--- src/rtl/sdram_pkg.sv ---
// sdram_pkg: shared types and constants for the SDRAM read-side pixel buffer
package sdram_pkg;
  typedef enum logic [1:0] {INIT, FLOW, PAUSED} flow_state_t;
  localparam int SDRAM_DATA_W = 16;
  localparam int SDRAM_BURST_LEN = 2;
endpackage

--- src/rtl/pixel_fifo_mem.sv ---
// pixel_fifo_mem: DEPTH-1 x DATA_W simple dual-port RAM, registered read
module pixel_fifo_mem #(
  parameter int DEPTH = 64,
  parameter int DATA_W = 16,
  localparam int AW = $clog2(DEPTH)
)(
  input  logic              ck143,
  input  logic              i_we,
  input  logic [AW-1:0]     i_waddr,
  input  logic [DATA_W-1:0] i_wdata,
  input  logic [AW-1:0]     i_raddr,
  output logic [DATA_W-1:0] o_rdata
);
  logic [DATA_W-1:0] r_mem [DEPTH-1];
  always_ff @(posedge ck143) begin
    if (i_we) r_mem[i_waddr] <= i_wdata;
    o_rdata <= r_mem[i_raddr];
  end
endmodule

--- src/rtl/sdram_pixel_buffer.sv ---
// sdram_pixel_buffer: show-ahead FIFO between SDRAM reads and the pixel pipeline
// with watermark pause/unpause pulses; SDRAM_BUF_STATS_EN adds overflow statistics
module sdram_pixel_buffer import sdram_pkg::*; #(
  parameter int DEPTH = 64,
  parameter int DATA_W = SDRAM_DATA_W,
  parameter int HIGH_WM = DEPTH - 2 * SDRAM_BURST_LEN,
  parameter int LOW_WM = DEPTH / 2,
  localparam int AW = $clog2(DEPTH),
  localparam int LW = AW + 1
)(
  input  logic              ck143,
  input  logic              reset_n,
  input  logic              rd_valid,
  input  logic [DATA_W-1:0] rd_data,
  output logic              pause,
  output logic              unpause,
  output logic              pix_valid,
  input  logic              pix_ready,
  output logic [DATA_W-1:0] pix_data,
`ifdef SDRAM_BUF_STATS_EN
  output logic              ovf_sticky,
  output logic [15:0]       drop_cnt,
`endif
  output logic [LW-1:0]     level
);
  localparam logic [LW-1:0] FULL = LW'(DEPTH);
  localparam logic [LW-1:0] HI = LW'(HIGH_WM);
  localparam logic [LW-1:0] LO = LW'(LOW_WM);
  localparam logic [AW-1:0] PLAST = AW'(DEPTH - 2);
  flow_state_t r_state, w_state_nxt;
  logic r_pause, r_unpause, w_pause, w_unpause;
  logic r_valid, r_byp;
  logic [DATA_W-1:0] r_data, r_byp_d, w_ram_q, w_mem_q;
  logic [AW-1:0] r_wr_ptr, r_rd_ptr, w_rd_ptr_nxt;
  logic [LW-1:0] r_level, w_level_nxt;
  logic w_push, w_pop, w_mem_empty, w_to_out, w_wr, w_rd;
  assign w_pop = r_valid & pix_ready;
  assign w_push = rd_valid & (r_level != FULL);
  assign w_mem_empty = (r_level - LW'(r_valid)) == '0;
  assign w_to_out = w_push & (!r_valid | (w_pop & w_mem_empty));
  assign w_wr = w_push & !w_to_out;
  assign w_rd = w_pop & !w_mem_empty;
  assign w_level_nxt = r_level + LW'(w_push) - LW'(w_pop);
  assign w_rd_ptr_nxt = w_rd ? (r_rd_ptr == PLAST ? '0 : r_rd_ptr + 1'b1) : r_rd_ptr;
  // RAM is addressed with the upcoming read pointer; a same-edge write to that slot is bypassed
  assign w_mem_q = r_byp ? r_byp_d : w_ram_q;
  pixel_fifo_mem #(.DEPTH(DEPTH), .DATA_W(DATA_W)) u_mem (
    .ck143   (ck143),
    .i_we    (w_wr),
    .i_waddr (r_wr_ptr),
    .i_wdata (rd_data),
    .i_raddr (w_rd_ptr_nxt),
    .o_rdata (w_ram_q)
  );
  always_ff @(posedge ck143 or negedge reset_n) begin
    if (!reset_n) begin
      r_valid <= 1'b0;
      r_data <= '0;
      r_wr_ptr <= '0;
      r_rd_ptr <= '0;
      r_level <= '0;
      r_byp <= 1'b0;
      r_byp_d <= '0;
    end else begin
      r_valid <= w_rd | w_to_out | (r_valid & !w_pop);
      if (w_rd) r_data <= w_mem_q;
      else if (w_to_out) r_data <= rd_data;
      if (w_wr) r_wr_ptr <= r_wr_ptr == PLAST ? '0 : r_wr_ptr + 1'b1;
      r_rd_ptr <= w_rd_ptr_nxt;
      r_level <= w_level_nxt;
      r_byp <= w_wr & (r_wr_ptr == w_rd_ptr_nxt);
      r_byp_d <= rd_data;
    end
  end
  always_ff @(posedge ck143 or negedge reset_n) begin
    if (!reset_n) begin
      r_state <= INIT;
      r_pause <= 1'b0;
      r_unpause <= 1'b0;
    end else begin
      r_state <= w_state_nxt;
      r_pause <= w_pause;
      r_unpause <= w_unpause;
    end
  end
  always_comb begin
    w_state_nxt = r_state;
    w_pause = 1'b0;
    w_unpause = 1'b0;
    case (r_state)
      INIT: begin
        w_unpause = 1'b1;
        w_state_nxt = FLOW;
      end
      FLOW: if (w_level_nxt >= HI) begin
        w_pause = 1'b1;
        w_state_nxt = PAUSED;
      end
      PAUSED: if (w_level_nxt <= LO) begin
        w_unpause = 1'b1;
        w_state_nxt = FLOW;
      end
      default: w_state_nxt = INIT;
    endcase
  end
`ifdef SDRAM_BUF_STATS_EN
  logic w_drop, r_ovf;
  logic [15:0] r_drop;
  assign w_drop = rd_valid & (r_level == FULL);
  always_ff @(posedge ck143 or negedge reset_n) begin
    if (!reset_n) begin
      r_ovf <= 1'b0;
      r_drop <= '0;
    end else if (w_drop) begin
      r_ovf <= 1'b1;
      if (r_drop != 16'hFFFF) r_drop <= r_drop + 1'b1;
    end
  end
  assign ovf_sticky = r_ovf;
  assign drop_cnt = r_drop;
`endif
  assign pause = r_pause;
  assign unpause = r_unpause;
  assign pix_valid = r_valid;
  assign pix_data = r_data;
  assign level = r_level;
endmodule

--- config.mk ---
export PLATFORM = sky130hd
export DESIGN_NAME = sdram_pixel_buffer
export DESIGN_NICKNAME = d
export VERILOG_FILES = /design/src/rtl/sdram_pkg.sv /design/src/rtl/pixel_fifo_mem.sv /design/src/rtl/sdram_pixel_buffer.sv
export SDC_FILE = /design/constraint.sdc
export NUM_CORES = 1
export LEC_CHECK = 0
export ABC_CLOCK_PERIOD_IN_PS = 10300
export BUFFER_PORTS_ARGS = -buffer_cell sky130_fd_sc_hd__clkbuf_2
export CORE_ASPECT_RATIO = 1.1
export CORE_MARGIN = 2
export CORE_UTILIZATION = 45
export CTS_CLUSTER_SIZE = 30
export DETAILED_ROUTE_END_ITERATION = 12
export PLACE_DENSITY = 0.64
export REMOVE_ABC_BUFFERS = 1
export SLEW_MARGIN = 10
export SYNTH_ARGS = -nofsm -noshare
export SYNTH_HDL_FRONTEND = slang
export SYNTH_HIERARCHICAL = 1
export SYNTH_SLANG_ARGS = --single-unit
export TNS_END_PERCENT = 1
--- constraint.sdc ---
create_clock -name ck143 -period 10.3 [get_ports ck143]
set_input_delay 1.03 -clock ck143 [delete_from_list [all_inputs] [get_ports ck143]]
set_output_delay 1.03 -clock ck143 [all_outputs]
set_load 0.1 [all_outputs]
==> reports/metrics.yaml, run 1 <==
run_status:
  status: "finished clean"
synth:
  synth-warning-count: 6
  synth-compound-area-share_pct: 4.27
  yosys-top-cells-count: "1008 x edfxtp_1, 225 x mux4_2, 112 x nor2_1"
  muxShareOfSynthArea_pct: 14.3
  synthFlopType: "edfxtp_1"
  ys_types: 72
  synth-xor-area-share_pct: 0.124
  yosys.area.top_type: "edfxtp_1"
  synthAdderAreaFrac_pct: 0.608
  synth_simple_gate_area_share_pct: 3.39
  synthCells: 2129
  syn-cell-area_mm2: 0.0424
  synth-seq-cells: 1081
  synth.avg_cell_area_um2: 19.9
  synthTopCellsByArea: "edfxtp_1 71%, mux4_2 12%, dfrtp_1 3.4%"
  synth.most_common_cell: "edfxtp_1"
  synth_top_family_by_area: "multiplexers"
  async_flop_share_pct: 5.27
  yosys.area.top_type_share_pct: 71.3
  synth_edf_count: 1008
  seq_area_frac_synth_pct: 75.5
cells_and_area:
  drive_above_1_share_pct: 24.5
  seqCellArea_mm2: 0.0320
  multiInputGateArea_mm2: 0.00967
  nets: 2303
  syn2layout_area_growth_pct: 12.8
  fillers: 7307
worst_setup_path:
  crit_arrival_ps: 6300
  cp_max_fo: 38
  crit_type: "flop to flop"
  critPathMaxStageDelay_ps: 720
  cp.required_ps: 10830
  cpMaxStageDelayCell: "buf_4"
  path_common_cell: "buf_4"
  path_buf_inv: 3
  critical_path.cell_chain: "inv_1 > ha_1 > and3b_1 > or4_4 > o211a_1 > a21oi_1 > or2_4 > buf_4 > buf_4 > mux4_2 > a22o_1 > a221oi_2 > nor3_1 > or4_1"
  start_kind: "flop"
  cp_top_family: "simple AND/OR/NAND/NOR gates"
  end_kind: "flop"
job:
  cap_violations: 0
floorplanning:
  start_util_pct: 45.3
  coreArea_mm2: 0.0938
  boundaryPins: 46
  dieArea_mm2: 0.0968
  fp.dieW_um: 297
  die_h_um: 326
  num_rows: 118
clock_tree:
  clkSinkCount: 1081
  post_cts_buffers: 0
  holdBufCountCts: 0
  cts_tree: "done"
  cts_buffers: 103
  clk_pin_slew_worst_paths_ps: 60
  clk_path_buf_depth: 3
  ctsResizeCount: 0
  htreeDepth: 3
  clock_latency_ps: 680
  cts_root_buf: "clkbuf_16"
timing:
  setup_tns_ps: 0
  rsz0062_at_grt: "false"
  relSlewSlack_pct: 22.7
  setup_viol: 0
  finalClockSkew_ps: 24.4
  fmax_mhz: 173
  tightest_slew_ps: 1150
  fin_crit_sh_pct: 56.0
  hold_ws_ps: 496
  period_minus_slack_ps: 5770
  hold_violations: 0
  slew_violations: 0
routing:
  routed_wl_um: 106000
  drt_pass1_iterations: 5
  ant_nets: 0
  route.detailed.drc: 0
  vias_per_cell: 6.04
  via_count: 21838
  post_drt_wl_per_cell_um: 29.4
  drt-initial-drc-count: 2650
pwr:
  power_frac_clock_pct: 29.5
  combPwrFrac_pct: 31.6
  p_switching_mw: 4.48
  switching_share_pct: 33.6
  p_per_area_mw_per_mm2: 278
  internal_power_mw: 8.84
  pwr-share-seq_pct: 38.9
  power.leakage_nw: 15.4
  ir_worst_vdd_v: 0.000242
global_routing:
  gr-total-overflow: 0
  antenna_found_initial: 2
  grt_usage_pct: 21.8
  grt_max_degree: 107
  grt_pass1_wl_um: 154000
  grt_pass1_vias: 21943
placement:
  place_hpwl_um: 62000
  port_buffers: 45
  place_congestion: 0.849
hold_path:
  hold_class: "input port to async pin"
routing by layer:
layer	GRT usage (%)	part of all wire (%)	vias up
met3	3.09	7.1	177
met4	6.87	2.8	4
li1	-	-	9045
met1	30.4	41	11646
met5	0	0.022	-
met2	36.0	49	966
cell families (layout without fill, tap and decap cells):
logic type | Yosys count | count (layout)
AO/OA/AOI/OAI | 265 | 265
XOR/XNOR | 6 | 6
adder cells (fa/ha/maj) | 20 | 20
buffers and inverters | 141 | 363
flip-flops | 1081 | 1081
multiplexers | 322 | 322
other | 0 | 2
AND/OR/NAND/NOR | 294 | 294
cell type report:
type | count | area share, %
clock buffers | 129 | 5.76
repair buffers | 144 | 2.05
inverters | 26 | 0.204
diodes | 2 | 0.0105
clock inverters | 64 | 1.61
multi-input cells | 907 | 20.2
well taps | 1260 | 3.29
flip-flops and latches | 1081 | 66.9
registers in the layout, summed over array words and instances, names as in the netlist:
name / cells
level: 7
pause: 1
pix_data: 16
pix_valid: 1
r_byp: 1
r_byp_d: 16
r_rd_ptr: 6
r_state: 2
r_wr_ptr: 6
u_mem/o_rdata: 16
u_mem/r_mem: 1008
unpause: 1
power by group through the flow:
stage / Clock, mW / Combinational [mW] / Sequential, mW
after detailed placement: 0 / 4.21 / 5.27
after floorplan: 0 / 2.72 / 5.50
final: 3.94 / 4.21 / 5.18
after global routing: 4.16 / 4.44 / 5.20
after CTS: 3.99 / 4.22 / 5.18
after global placement: 0 / 4.16 / 5.26
path summary, 6_finish.rpt:
path	start	endpoint	slack (ps)	depth (start not counted)
worst max-delay path	level[1]	u_mem/o_rdata[4]	4530	14
worst min-delay path	reset_n	level[0]	500	2
worst max register to register	level[1]	u_mem/o_rdata[4]	4530	14
worst min register to register	r_state[1]	unpause	500	1
max in group asynchronous	reset_n	r_rd_ptr[5]	9290	2
min in group ck143	r_state[1]	unpause	500	1
cell usage in the layout (no fill, tap or decap), drive strengths merged, types with 18 or more instances in the layout:
cell type	instances
mux4	226
nand3	23
nand2	43
clkbuf	174
o22ai	30
a22oi	43
a21oi	63
dfrtp	57
nor2b	18
nor3	27
inv	31
clkinv	38
mux2i	71
o21ai	38
nor2	112
ha	19
edfxtp	1008
mux2	25
buf	99
through the flow:
| stage | cells | cell area [µm²] | total power, mW | utilization, % | setup WS (ps) |
|---|---|---|---|---|---|
| after global routing | 3611 | 47900 | 13.8 | 51.1 | 4170 |
| after floorplan | 2014 | 41800 | 8.23 | - | 578 |
| final | 3613 | 47900 | 13.3 | 51.1 | 4530 |
| after global placement | 3418 | 44300 | 9.42 | 47.3 | 4650 |
| after CTS | 3611 | 47900 | 13.4 | 51.1 | 4530 |
| after detailed placement | 3418 | 44300 | 9.48 | 47.3 | 4570 |
Note: power is estimated with default switching activity, not from simulation.
==> inputs of run 2 (changes only) <==
- ABC_CLOCK_PERIOD_IN_PS: 10300 -> 5900
- clock period: 10.3 -> 5.9 ns (I/O delays scaled with it)
==> reports/metrics.yaml, run 2 (synthesized netlist as in run 1, its figures left out) <==
worst_setup_path:
  cp_top_family: "compound AO/OA/AOI/OAI gates"  # was simple AND/OR/NAND/NOR gates
  path_common_cell: "o22ai_1"  # was buf_4
  crit_arrival_ps: 5750  # was 6300 ps
  path_buf_inv: 2  # was 3
  start_kind: "flop"  # unchanged
  cp.required_ps: 6450  # was 10830 ps
  end_kind: "flop"  # unchanged
  critPathMaxStageDelay_ps: 780  # was 720 ps
  cp_max_fo: 34  # was 38
  cpMaxStageDelayCell: "or2_4"  # was buf_4
  crit_type: "flop to flop"  # unchanged
  critical_path.cell_chain: "inv_1 > ha_1 > and3b_1 > o31ai_1 > o2111ai_1 > o22ai_1 > or2_4 > buf_12 > mux4_2 > o22ai_1 > a21oi_1 > a211o_1"  # was inv_1 > ha_1 > and3b_1 > or4_4 > o211a_1 > a21oi_1 > or2_4 > buf_4 > buf_4 > mux4_2 > a22o_1 > a221oi_2 > nor3_1 > or4_1
clock_tree:
  cts_root_buf: "clkbuf_16"  # unchanged
  clock_latency_ps: 680  # about the same
  clkSinkCount: 1081  # unchanged
  cts_tree: "done"  # unchanged
  clk_pin_slew_worst_paths_ps: 60  # about the same
  clk_path_buf_depth: 3  # unchanged
  post_cts_buffers: 0  # unchanged
  htreeDepth: 3  # unchanged
  holdBufCountCts: 0  # unchanged
  cts_buffers: 104  # was 103
  ctsResizeCount: 0  # unchanged
cells_and_area:
  largest-register: "u_mem/r_mem"  # unchanged
  final_util_pct: 51.4  # was 51.1%
  largest_reg_flops: 1008  # unchanged
  drive_above_1_share_pct: 25.3  # was 24.5%
  syn2layout_area_growth_pct: 13.6  # was 12.8%
  fillers: 7254  # was 7307
  nets: 2334  # was 2303
  layout_common_cells: "1008 x edfxtp_1, 225 x mux4_2, 121 x buf_4"  # was 1008 x edfxtp_1, 225 x mux4_2, 112 x nor2_1
  final_area_mm2: 0.0482  # was 0.0479 mm²
  layout_commonest_cell: "edfxtp_1"  # unchanged
pwr:
  ir_worst_vdd_v: 0.000437  # was 0.000242 V
  p_per_area_mw_per_mm2: 486  # was 278 mW/mm²
  power.leakage_nw: 15.6  # was 15.4 nW
  power_mw: 23.4  # was 13.3 mW
placement:
  place_hpwl_um: 62400  # was 62000 µm
  dpl_cell_area_mm2: 0.0447  # was 0.0443 mm²
  place_congestion: 0.897  # was 0.849
  port_buffers: 45  # unchanged
routing:
  via_count: 21811  # was 21838
  ant_nets: 0  # unchanged
  route.detailed.drc: 0  # unchanged
  routed_wl_um: 103000  # was 106000 µm
  drt_pass1_iterations: 5  # unchanged
  post_drt_wl_per_cell_um: 28.4  # was 29.4 µm
  vias_per_cell: 5.99  # was 6.04
  drt-initial-drc-count: 2476  # was 2650
run_status:
  status: "finished clean"  # unchanged
timing:
  period_minus_slack_ps: 5190  # was 5770 ps
  hold_violations: 0  # unchanged
  fin_crit_sh_pct: 88.0  # was 56.0%
  slew_violations: 0  # unchanged
  fmax_mhz: 193  # was 173 MHz
  rsz0062_at_grt: "false"  # unchanged
  hold_ws_ps: 63.6  # was 496 ps
  tightest_slew_ps: 967  # was 1150 ps
  setup_viol: 0  # unchanged
  finalClockSkew_ps: 29.1  # was 24.4 ps
  relSlewSlack_pct: 35.3  # was 22.7%
global_routing:
  gr-total-overflow: 0  # unchanged
  grt_max_degree: 66  # was 107
  grt_pass1_vias: 22049  # was 21943
  antenna_found_initial: 4  # was 2
  grt_pass1_wl_um: 152000  # was 154000 µm
  grt_usage_pct: 21.5  # was 21.8%
floorplanning:
  fp.dieW_um: 297  # unchanged
  boundaryPins: 46  # unchanged
  start_util_pct: 45.3  # unchanged
  dieArea_mm2: 0.0968  # unchanged
  num_rows: 118  # unchanged
  coreArea_mm2: 0.0938  # unchanged
  die_h_um: 326  # unchanged
job:
  cap_violations: 0  # unchanged
hold_path:
  hold_class: "input port to async pin"  # unchanged
==> run 2: cell count changes in the layout (fill, tap and decap cells not counted), moves of 2 or more <==
cell | before | now
clkinv_1 | 19 | 13
clkbuf_1 | 19 | 25
inv_6 | 3 | 1
clkbuf_16 | 104 | 106
buf_12 | 1 | 8
buf_4 | 98 | 121
==> run 2: per-layer routing <==
| layer | track usage [%] | wire length (µm) | share of wire, % | vias to the layer above |
|---|---|---|---|---|
| li1 | - | - | - | 9098 |
| met4 | 7.72 | 3570 | 3.5 | 2 |
| met2 | 34.3 | 49400 | 48 | 1046 |
| met1 | 29.7 | 41700 | 40 | 11485 |
| met3 | 4.01 | 8540 | 8.3 | 180 |
| met5 | 0 | 13 | 0.013 | - |
==> run 2: layout make-up <==
| cell class | count | area, µm² | area share (%) |
|---|---|---|---|
| inverters | 26 | 97.6 | 0.202 |
| repair buffers | 174 | 1290 | 2.68 |
| clock inverters | 54 | 711 | 1.47 |
| flip-flops and latches | 1081 | 32000 | 66.4 |
| diodes | 1 | 2.50 | 0.00519 |
| multi-input cells | 907 | 9680 | 20.1 |
| clock buffers | 137 | 2830 | 5.87 |
| well taps | 1260 | 1580 | 3.27 |
==> run 2: report_power, final <==
part | internal, mW | switching (mW) | leakage (nW)
Sequential | 8.77 | 0.260 | 9.87
Clock | 4.04 | 2.80 | 1.72
Combinational | 2.84 | 4.71 | 3.98
Total | 15.7 | 7.77 | 15.6
==> run 2: final timing paths <==
kind,end,startpoint,slack [ps],cells after the start
worst max-delay path,u_mem/o_rdata[1],level[1],710,12
worst min-delay path,pix_data[5],reset_n,60,2
worst max register to register,u_mem/o_rdata[1],level[1],710,12
worst min register to register,unpause,r_state[1],510,1
max in group asynchronous,r_rd_ptr[5],reset_n,5340,2
min in group ck143,pix_valid,pix_ready,250,4
==> run 2: worst reg2reg max path, stage by stage (launching register included) <==
cell       delay (ps)
dfrtp_1           420
inv_1             150
ha_1              240
and3b_1           180
o31ai_1           670
o2111ai_1         220
o22ai_1           300
or2_4             780
buf_12            390
mux4_2            570
o22ai_1           500
a21oi_1           290
a211o_1           350
==> run 2: metrics by stage <==
step / TNS, ps / std cells / setup WS [ps]
2_1_floorplan: -58880 / 2014 / -3820
5_1_grt: 0 / 3639 / 467
3_5_place_dp: 0 / 3448 / 800
4_1_cts: 0 / 3639 / 737
6_report: 0 / 3640 / 706
3_3_place_gp: 0 / 3448 / 905
